<file path="src/rtl/bram_stream_reader.sv">
// Burst read initiator: issues credit-limited BRAM reads, buffers returns, streams them out with tlast.
// Optional BRAM_STREAM_READER_STRIDE_EN adds a per-burst address stride input (default stride 1).
module bram_stream_reader #(
    parameter int DATA_WIDTH = 16,
    parameter int ADDR_WIDTH = 8,
    parameter int LEN_WIDTH  = 8,
    parameter int RD_LATENCY = 1,
    parameter int FIFO_DEPTH = 4
) (
    input  logic                  clk,
    input  logic                  rst,
    input  logic                  start,
    input  logic [ADDR_WIDTH-1:0] base_addr,
    input  logic [LEN_WIDTH-1:0]  length,
`ifdef BRAM_STREAM_READER_STRIDE_EN
    input  logic [ADDR_WIDTH-1:0] stride,
`endif
    output logic                  busy,
    output logic                  done,
    output logic                  rden,
    output logic [ADDR_WIDTH-1:0] addr,
    input  logic [DATA_WIDTH-1:0] dout,
    input  logic                  dack,
    output logic [DATA_WIDTH-1:0] m_tdata,
    output logic                  m_tvalid,
    input  logic                  m_tready,
    output logic                  m_tlast
);

    localparam int PTR_W = (FIFO_DEPTH > 1) ? $clog2(FIFO_DEPTH) : 1;
    localparam int CNT_W = $clog2(FIFO_DEPTH + 1);
    localparam logic [CNT_W:0]       DEPTH_C  = (CNT_W + 1)'(FIFO_DEPTH);
    localparam logic [CNT_W-1:0]     CNT_ONE  = CNT_W'(1);
    localparam logic [PTR_W-1:0]     PTR_ONE  = PTR_W'(1);
    localparam logic [LEN_WIDTH-1:0] LEN_ONE  = LEN_WIDTH'(1);

    if (FIFO_DEPTH < RD_LATENCY + 2 || (FIFO_DEPTH & (FIFO_DEPTH - 1)) != 0) begin : g_bad_depth
        $error("bram_stream_reader: FIFO_DEPTH must be a power of 2 and >= RD_LATENCY+2");
    end

    typedef enum logic [1:0] {S_IDLE, S_ISSUE, S_DRAIN} state_t;

    state_t                  state_reg;
    logic [ADDR_WIDTH-1:0]   addr_reg;
    logic [ADDR_WIDTH-1:0]   addr_step;
    logic [LEN_WIDTH-1:0]    len_reg;
    logic [LEN_WIDTH-1:0]    issue_left_reg;
    logic [LEN_WIDTH-1:0]    deliv_reg;
    logic [CNT_W-1:0]        outstanding_reg;
    logic [CNT_W-1:0]        fifo_count_reg;
    logic [PTR_W-1:0]        wr_ptr_reg;
    logic [PTR_W-1:0]        rd_ptr_reg;
    logic                    done_reg;
    logic [DATA_WIDTH-1:0]   fifo_mem [FIFO_DEPTH];

    logic [CNT_W:0]          in_flight;
    logic                    credit;
    logic                    push;
    logic                    pop;

    // Credit covers both buffered words and reads still in flight, so the FIFO never overflows.
    assign in_flight = {1'b0, fifo_count_reg} + {1'b0, outstanding_reg};
    assign credit    = in_flight < DEPTH_C;
    assign rden      = (state_reg == S_ISSUE) && credit;
    assign push      = dack && (outstanding_reg != '0);
    assign pop       = m_tvalid && m_tready;

    assign m_tvalid  = (fifo_count_reg != '0);
    assign m_tdata   = m_tvalid ? fifo_mem[rd_ptr_reg] : '0;
    assign m_tlast   = m_tvalid && (deliv_reg == len_reg - LEN_ONE);
    assign busy      = (state_reg != S_IDLE);
    assign done      = done_reg;
    assign addr      = addr_reg;

`ifdef BRAM_STREAM_READER_STRIDE_EN
    logic [ADDR_WIDTH-1:0] step_reg;

    always_ff @(posedge clk or posedge rst) begin
        if (rst) begin
            step_reg <= '0;
        end else if (state_reg == S_IDLE && start) begin
            step_reg <= stride;
        end
    end

    assign addr_step = step_reg;
`else
    assign addr_step = ADDR_WIDTH'(1);
`endif

    always_ff @(posedge clk or posedge rst) begin
        if (rst) begin
            state_reg      <= S_IDLE;
            addr_reg       <= '0;
            len_reg        <= '0;
            issue_left_reg <= '0;
            done_reg       <= 1'b0;
        end else begin
            done_reg <= 1'b0;
            case (state_reg)
                S_IDLE: begin
                    if (start) begin
                        if (length != '0) begin
                            addr_reg       <= base_addr;
                            len_reg        <= length;
                            issue_left_reg <= length;
                            state_reg      <= S_ISSUE;
                        end else begin
                            done_reg <= 1'b1;
                        end
                    end
                end
                S_ISSUE: begin
                    if (rden) begin
                        addr_reg       <= addr_reg + addr_step;
                        issue_left_reg <= issue_left_reg - LEN_ONE;
                        if (issue_left_reg == LEN_ONE) begin
                            state_reg <= S_DRAIN;
                        end
                    end
                end
                S_DRAIN: begin
                    if (pop && m_tlast) begin
                        state_reg <= S_IDLE;
                        done_reg  <= 1'b1;
                    end
                end
                default: state_reg <= S_IDLE;
            endcase
        end
    end

    // Datapath counters; a dack with nothing outstanding (e.g. after reset) never reaches the FIFO.
    always_ff @(posedge clk or posedge rst) begin
        if (rst) begin
            outstanding_reg <= '0;
            fifo_count_reg  <= '0;
            wr_ptr_reg      <= '0;
            rd_ptr_reg      <= '0;
            deliv_reg       <= '0;
        end else begin
            case ({rden, push})
                2'b10:   outstanding_reg <= outstanding_reg + CNT_ONE;
                2'b01:   outstanding_reg <= outstanding_reg - CNT_ONE;
                default: outstanding_reg <= outstanding_reg;
            endcase
            case ({push, pop})
                2'b10:   fifo_count_reg <= fifo_count_reg + CNT_ONE;
                2'b01:   fifo_count_reg <= fifo_count_reg - CNT_ONE;
                default: fifo_count_reg <= fifo_count_reg;
            endcase
            if (push) begin
                wr_ptr_reg <= wr_ptr_reg + PTR_ONE;
            end
            if (pop) begin
                rd_ptr_reg <= rd_ptr_reg + PTR_ONE;
                deliv_reg  <= deliv_reg + LEN_ONE;
            end
            if (state_reg == S_IDLE && start) begin
                deliv_reg <= '0;
            end
        end
    end

    always_ff @(posedge clk) begin
        if (push) begin
            fifo_mem[wr_ptr_reg] <= dout;
        end
    end

endmodule

</file>
<file path="config.mk">
export PLATFORM = sky130hd
export DESIGN_NAME = bram_stream_reader
export DESIGN_NICKNAME = d
export VERILOG_FILES = /design/src/rtl/bram_stream_reader.sv
export SDC_FILE = /design/constraint.sdc
export NUM_CORES = 1
export LEC_CHECK = 0
export CORE_ASPECT_RATIO = 1.1
export CORE_MARGIN = 2
export CORE_UTILIZATION = 30
export CTS_CLUSTER_SIZE = 14
export DETAILED_ROUTE_END_ITERATION = 10
export SLEW_MARGIN = 20
export SYNTH_ARGS = -nofsm -noshare
export SYNTH_HDL_FRONTEND = slang
export SYNTH_SLANG_ARGS = --single-unit
</file>
<file path="constraint.sdc">
create_clock -name clk -period 4.25 [get_ports clk]
set_input_delay 0.85 -clock clk [delete_from_list [all_inputs] [get_ports clk]]
set_output_delay 0.85 -clock clk [all_outputs]
set_load 0.02 [all_outputs]
</file>
; ---- Word-level counts from Yosys, hierarchy flattened
; Memory sizes are Yosys's and may differ from the RTL's.
; Cells that the tools add are included.
; W data, S select, Z words.
[totals]
reg_bits = 45
mem_bits_rw = 64
input_bits = 37
out_inout_bits = 29
word_cells = 79
memories = 1
[mem_list]
columns = name, depth, word_bits, read_ports, rd_clocked_by_memory_dff, write_ports, line_no
row1 = fifo_mem, 4, 16, 1, 0, 1, 54  ; logic [DATA_WIDTH-1:0] fifo_mem [FIFO_DEPTH];
[classes]
n_addsub = 11
order_cmp = 1
eq_ne = 13
n_mux = 25
reduce_logical = 18
[ops]
columns = cell, count
row1 = $mux W8, 8
row2 = $pmux W8 S2, 2
row3 = $add A8 B1 Y8 const B, 2
row4 = $mux W16, 1
row5 = $sub A8 B1 Y8 const B, 2
row6 = $pmux W3 S2, 2
row7 = $mux W2, 5
row8 = $reduce_bool A2 Y1, 5
row9 = $eq A8 B1 Y1 const B, 1
row10 = $eq A8 B8 Y1, 1
row11 = $ne A2 B2 Y1 const B, 4
row12 = $reduce_bool A8 Y1, 1
row13 = $add A3 B1 Y3 const B, 2
row14 = $eq A2 B1 Y1 const B, 3
row15 = $eq A2 B2 Y1 const B, 3
row16 = $logic_and A1 B1 Y1, 6
row17 = $pmux W2 S3, 1
row18 = $reduce_bool A3 Y1, 2
row19 = $sub A3 B1 Y3 const B, 2
row20 = $mux W1, 5
row21 = $reduce_and A5 Y1, 1
row22 = $add A2 B1 Y2 const B, 2
row23 = $add A3 B3 Y4, 1
row24 = $lt A4 B3 Y1 const B, 1
row25 = other kinds (5), 5

; ---- Longest topological paths before layout
[depth]
word_depth = 6
depth_mapped = 10
ltp_nobuf = 10

; ---- Worst setup path before layout
; No wires, ideal clock.
[synth_timing]
path_type = reg2out
start = reg len_reg[0]
end = out m_tlast
arrival_time_ns = 1.837
t_required_ns = 3.400
setup_slack_ns = 1.563
stages_incl_launch_ff = 7
path_cell_list = dfrtp_1 inv_1 ha_1 or3b_1 nor4_1 o211ai_2 a211oi_2
[synth_between]
elab_chain_cells = 3
[synth_rtl]
columns = item, line_no
row1 = from (decl), 46  ; logic [LEN_WIDTH-1:0] len_reg;
row2 = from (signal assigned), 105  ; len_reg <= length;
row3 = $sub A8 B1 Y8, 70  ; assign m_tlast = m_tvalid && (deliv_reg == len_reg - LEN_ONE);
row4 = $eq A8 B8 Y1, 70
row5 = $logic_and A1 B1 Y1, 70
row6 = to (decl), 27  ; output logic m_tlast
; No other way between the ends.

; ---- Worst setup path after layout
; Same ends and word-level chain as after synthesis.

==> impl_metrics.tcl <==
set metrics [dict create \
    wl_met2_mm 5.502 \
    startpoint "len_reg[0]" \
    period_minus_slack_ns 3.721 \
    root_buffer "clkbuf_16" \
    die_area_mm2 0.01818 \
    status "complete, no violations" \
    h-tree-depth 3 \
    cp-start-kind "flop" \
    num_rows 50 \
    first_iter_violations 267 \
    cts_resized 0 \
    initial_core_util_pct 30.41 \
    fin_skew_ns 0.01239 \
    crit_path_max_fanout 5 \
    die-height_um 141.2 \
    cts_buffer_depth 2 \
    worst_slack_ns 0.5287 \
    powerDensity_mw_per_mm2 752.8 \
    via_per_inst 4.882 \
    cts_tree "done" \
    syn_avg_cell_area_um2 13.00 \
    drv_slew 0 \
    gp_congestion 0.7947 \
    core-area_mm2 0.01689 \
    synth_edf_count 64 \
    slowest_delay_ns 0.67 \
    cp_slowest_cell "clkdlybuf4s50_1" \
    synthTopCellsByArea "edfxtp_1, dfrtp_1, mux4_2" \
    yosys.area.top_type "edfxtp_1" \
    cp-end-kind "output port" \
    crit_buf_inv 2 \
    ys.flop_type "edfxtp_1" \
    drc 0 \
    max-slew-margin-rel_pct 40.77 \
    final_antenna_net_count 0 \
    crit_required_ns 3.40 \
    grt_first_pass_wirelength_mm 17.11 \
    syn_to_final_growth_pct 23.02 \
    syn_area_mm2 0.005136 \
    cap_violations 0 \
    cts_buffers 9 \
    hold_class "flop to flop" \
    die_w_um 128.8 \
    rsz0062_at_grt "no" \
    drive_gt1_share_pct 10.61 \
    io_pins 66 \
    critPathTopFamily "buffers and inverters" \
    highest_layer "met4" \
    path_cells "inv_1, ha_1, or3b_1, nor4_1, o211ai_2, a211oi_2, clkdlybuf4s50_1" \
    track_usage_pct 12.20 \
    setup_viol 0 \
    wirelength_mm 10.71 \
    max_freq_mhz 268.7 \
    regMostFlops "fifo_mem" \
    routedWlPerCell_um 15.99 \
    setup_tns_ns 0 \
    grt_max_degree 46 \
    ys_warn_count 0 \
    crit_type "flop to output port" \
    fin_crit_sh_pct 87.56 \
    synth_top_area_share_pct 37.42 \
    cts_setup_buffers 0 \
    peakVddDrop_mv 0.2576 \
    dp_hpwl_mm 7.106 \
    synthArstFlopShare_pct 41.28 \
    crit_arrival_ns 2.87 \
    port_buffers 65 \
    syn_nets 447 \
    pre_cts_slack_ns 0.9045 \
    leakage_nw 2.363 \
    hold_viol 0 \
    postCtsHoldBufs 0 \
    nets 509 \
    first_pass_iters 4 \
    synth_cell_types 52 \
    met1_length_mm 4.752 \
    worst_pin_slew_ns 0.8885 \
    yosys_register_bits 109 \
    vias 3271 \
    largest_reg_flops 64 \
    min_from "issue_left_reg[6]" \
    diodes 0 \
    synth_seq_area_share_pct 59.34 \
    clk_pin_slew_ns 0.08 \
    syn_inst 395 \
    reg2reg_from "state_reg[0]" \
    cts_num_sinks 109 \
    antenna_found_initial 0 \
    grt_pass1_vias 3268 \
    dr_wl_met3_um 292 \
    clkLatencyLatePin_ns 0.36 \
    rrSetupSlack_ns 1.65 \
    grt_overflow 0 \
]
-- per-layer routing --
metal,global-route usage (%),vias up
met3,2.694,13
li1,-,1581
met2,20.44,44
met5,0,-
met1,15.51,1633
met4,4.405,0
-- through the flow --
step	total power, mW	area, um^2	hold WS (ns)	cells	util, %
3_3_place_gp	3.865	6003	0.4798	654	35.54
3_5_place_dp	3.935	6003	0.4847	654	35.54
2_1_floorplan	3.194	5136	0.4573	395	-
6_report	4.757	6319	0.4966	670	37.41
4_1_cts	4.834	6317	0.5051	670	37.40
5_1_grt	5.096	6319	0.5139	670	37.41
-- cells in the final DEF, fill, tap and decap left out, types with 3 or more instances in the layout --
master / instances
clkdlybuf4s50_1: 65
edfxtp_1: 64
dfrtp_1: 45
nand2_1: 25
a21oi_1: 24
inv_1: 20
nor2_1: 20
nor2b_1: 19
mux4_2: 16
xnor2_1: 13
ha_1: 13
nand3_1: 12
xor2_1: 11
o21ai_0: 11
clkbuf_16: 9
nor3_1: 6
o21ai_1: 5
and2_1: 5
mux2_4: 5
buf_4: 5
or4_1: 4
nand2b_1: 4
o32ai_1: 4
nand4_1: 4
o31a_1: 3
a22oi_1: 3
o22ai_1: 3
mux2i_1: 3
-- final timing paths --
check / end / cells past startpoint
min in group asynchronous: rd_ptr_reg[0] / 2
hold reg to reg: issue_left_reg[6] / 1
setup reg to reg: outstanding_reg[1] / 8
max in group asynchronous: deliv_reg[7] / 2
hold / removal: issue_left_reg[6] / 1
setup / recovery: m_tlast / 7
-- layout make-up --
cell class                      instances  area (um^2)
Clock inverter                          7        88.84
Fill cell                            1616        10570
Clock buffer                            9        225.2
Multi-Input combinational cell        246         1928
Sequential cell                       109         3048
Tap cell                              208        260.3
Timing Repair Buffer                   70        688.2
Inverter                               21        80.08
-- power by group --
group,internal (mW),switching [mW]
clock network,0.432,0.446
logic,1.02,1.09
registers,1.45,0.312
total,2.91,1.85
-- worst reg2reg max path: stages, from the launching register on --
cell and delay (ns):
dfrtp_1 0.77, nor2b_1 0.21, buf_4 0.23, and3_1 0.29
inv_1 0.08, ha_1 0.23, inv_1 0.07, fa_1 0.40
o21ai_0 0.21
-- logic make-up after synthesis --
kind of cell	count (synthesis)	share of synthesized area, %
simple gates	115	11.86
flops	109	59.34
compound gates	68	8.405
buf+inv	40	3.289
xor+xnor	24	4.093
mux	24	9.062
fa+ha+maj	15	3.947
-- cell usage after synthesis (12+ instances only) --
cell type   n
edfxtp_1   64
dfrtp_1    45
a21oi_1    25
nand2_1    25
inv_1      21
nor2_1     20
nor2b_1    19
mux4_2     16
ha_1       13
xnor2_1    13
clkbuf_1   12
nand3_1    12
(Power assumes the default switching activity.)
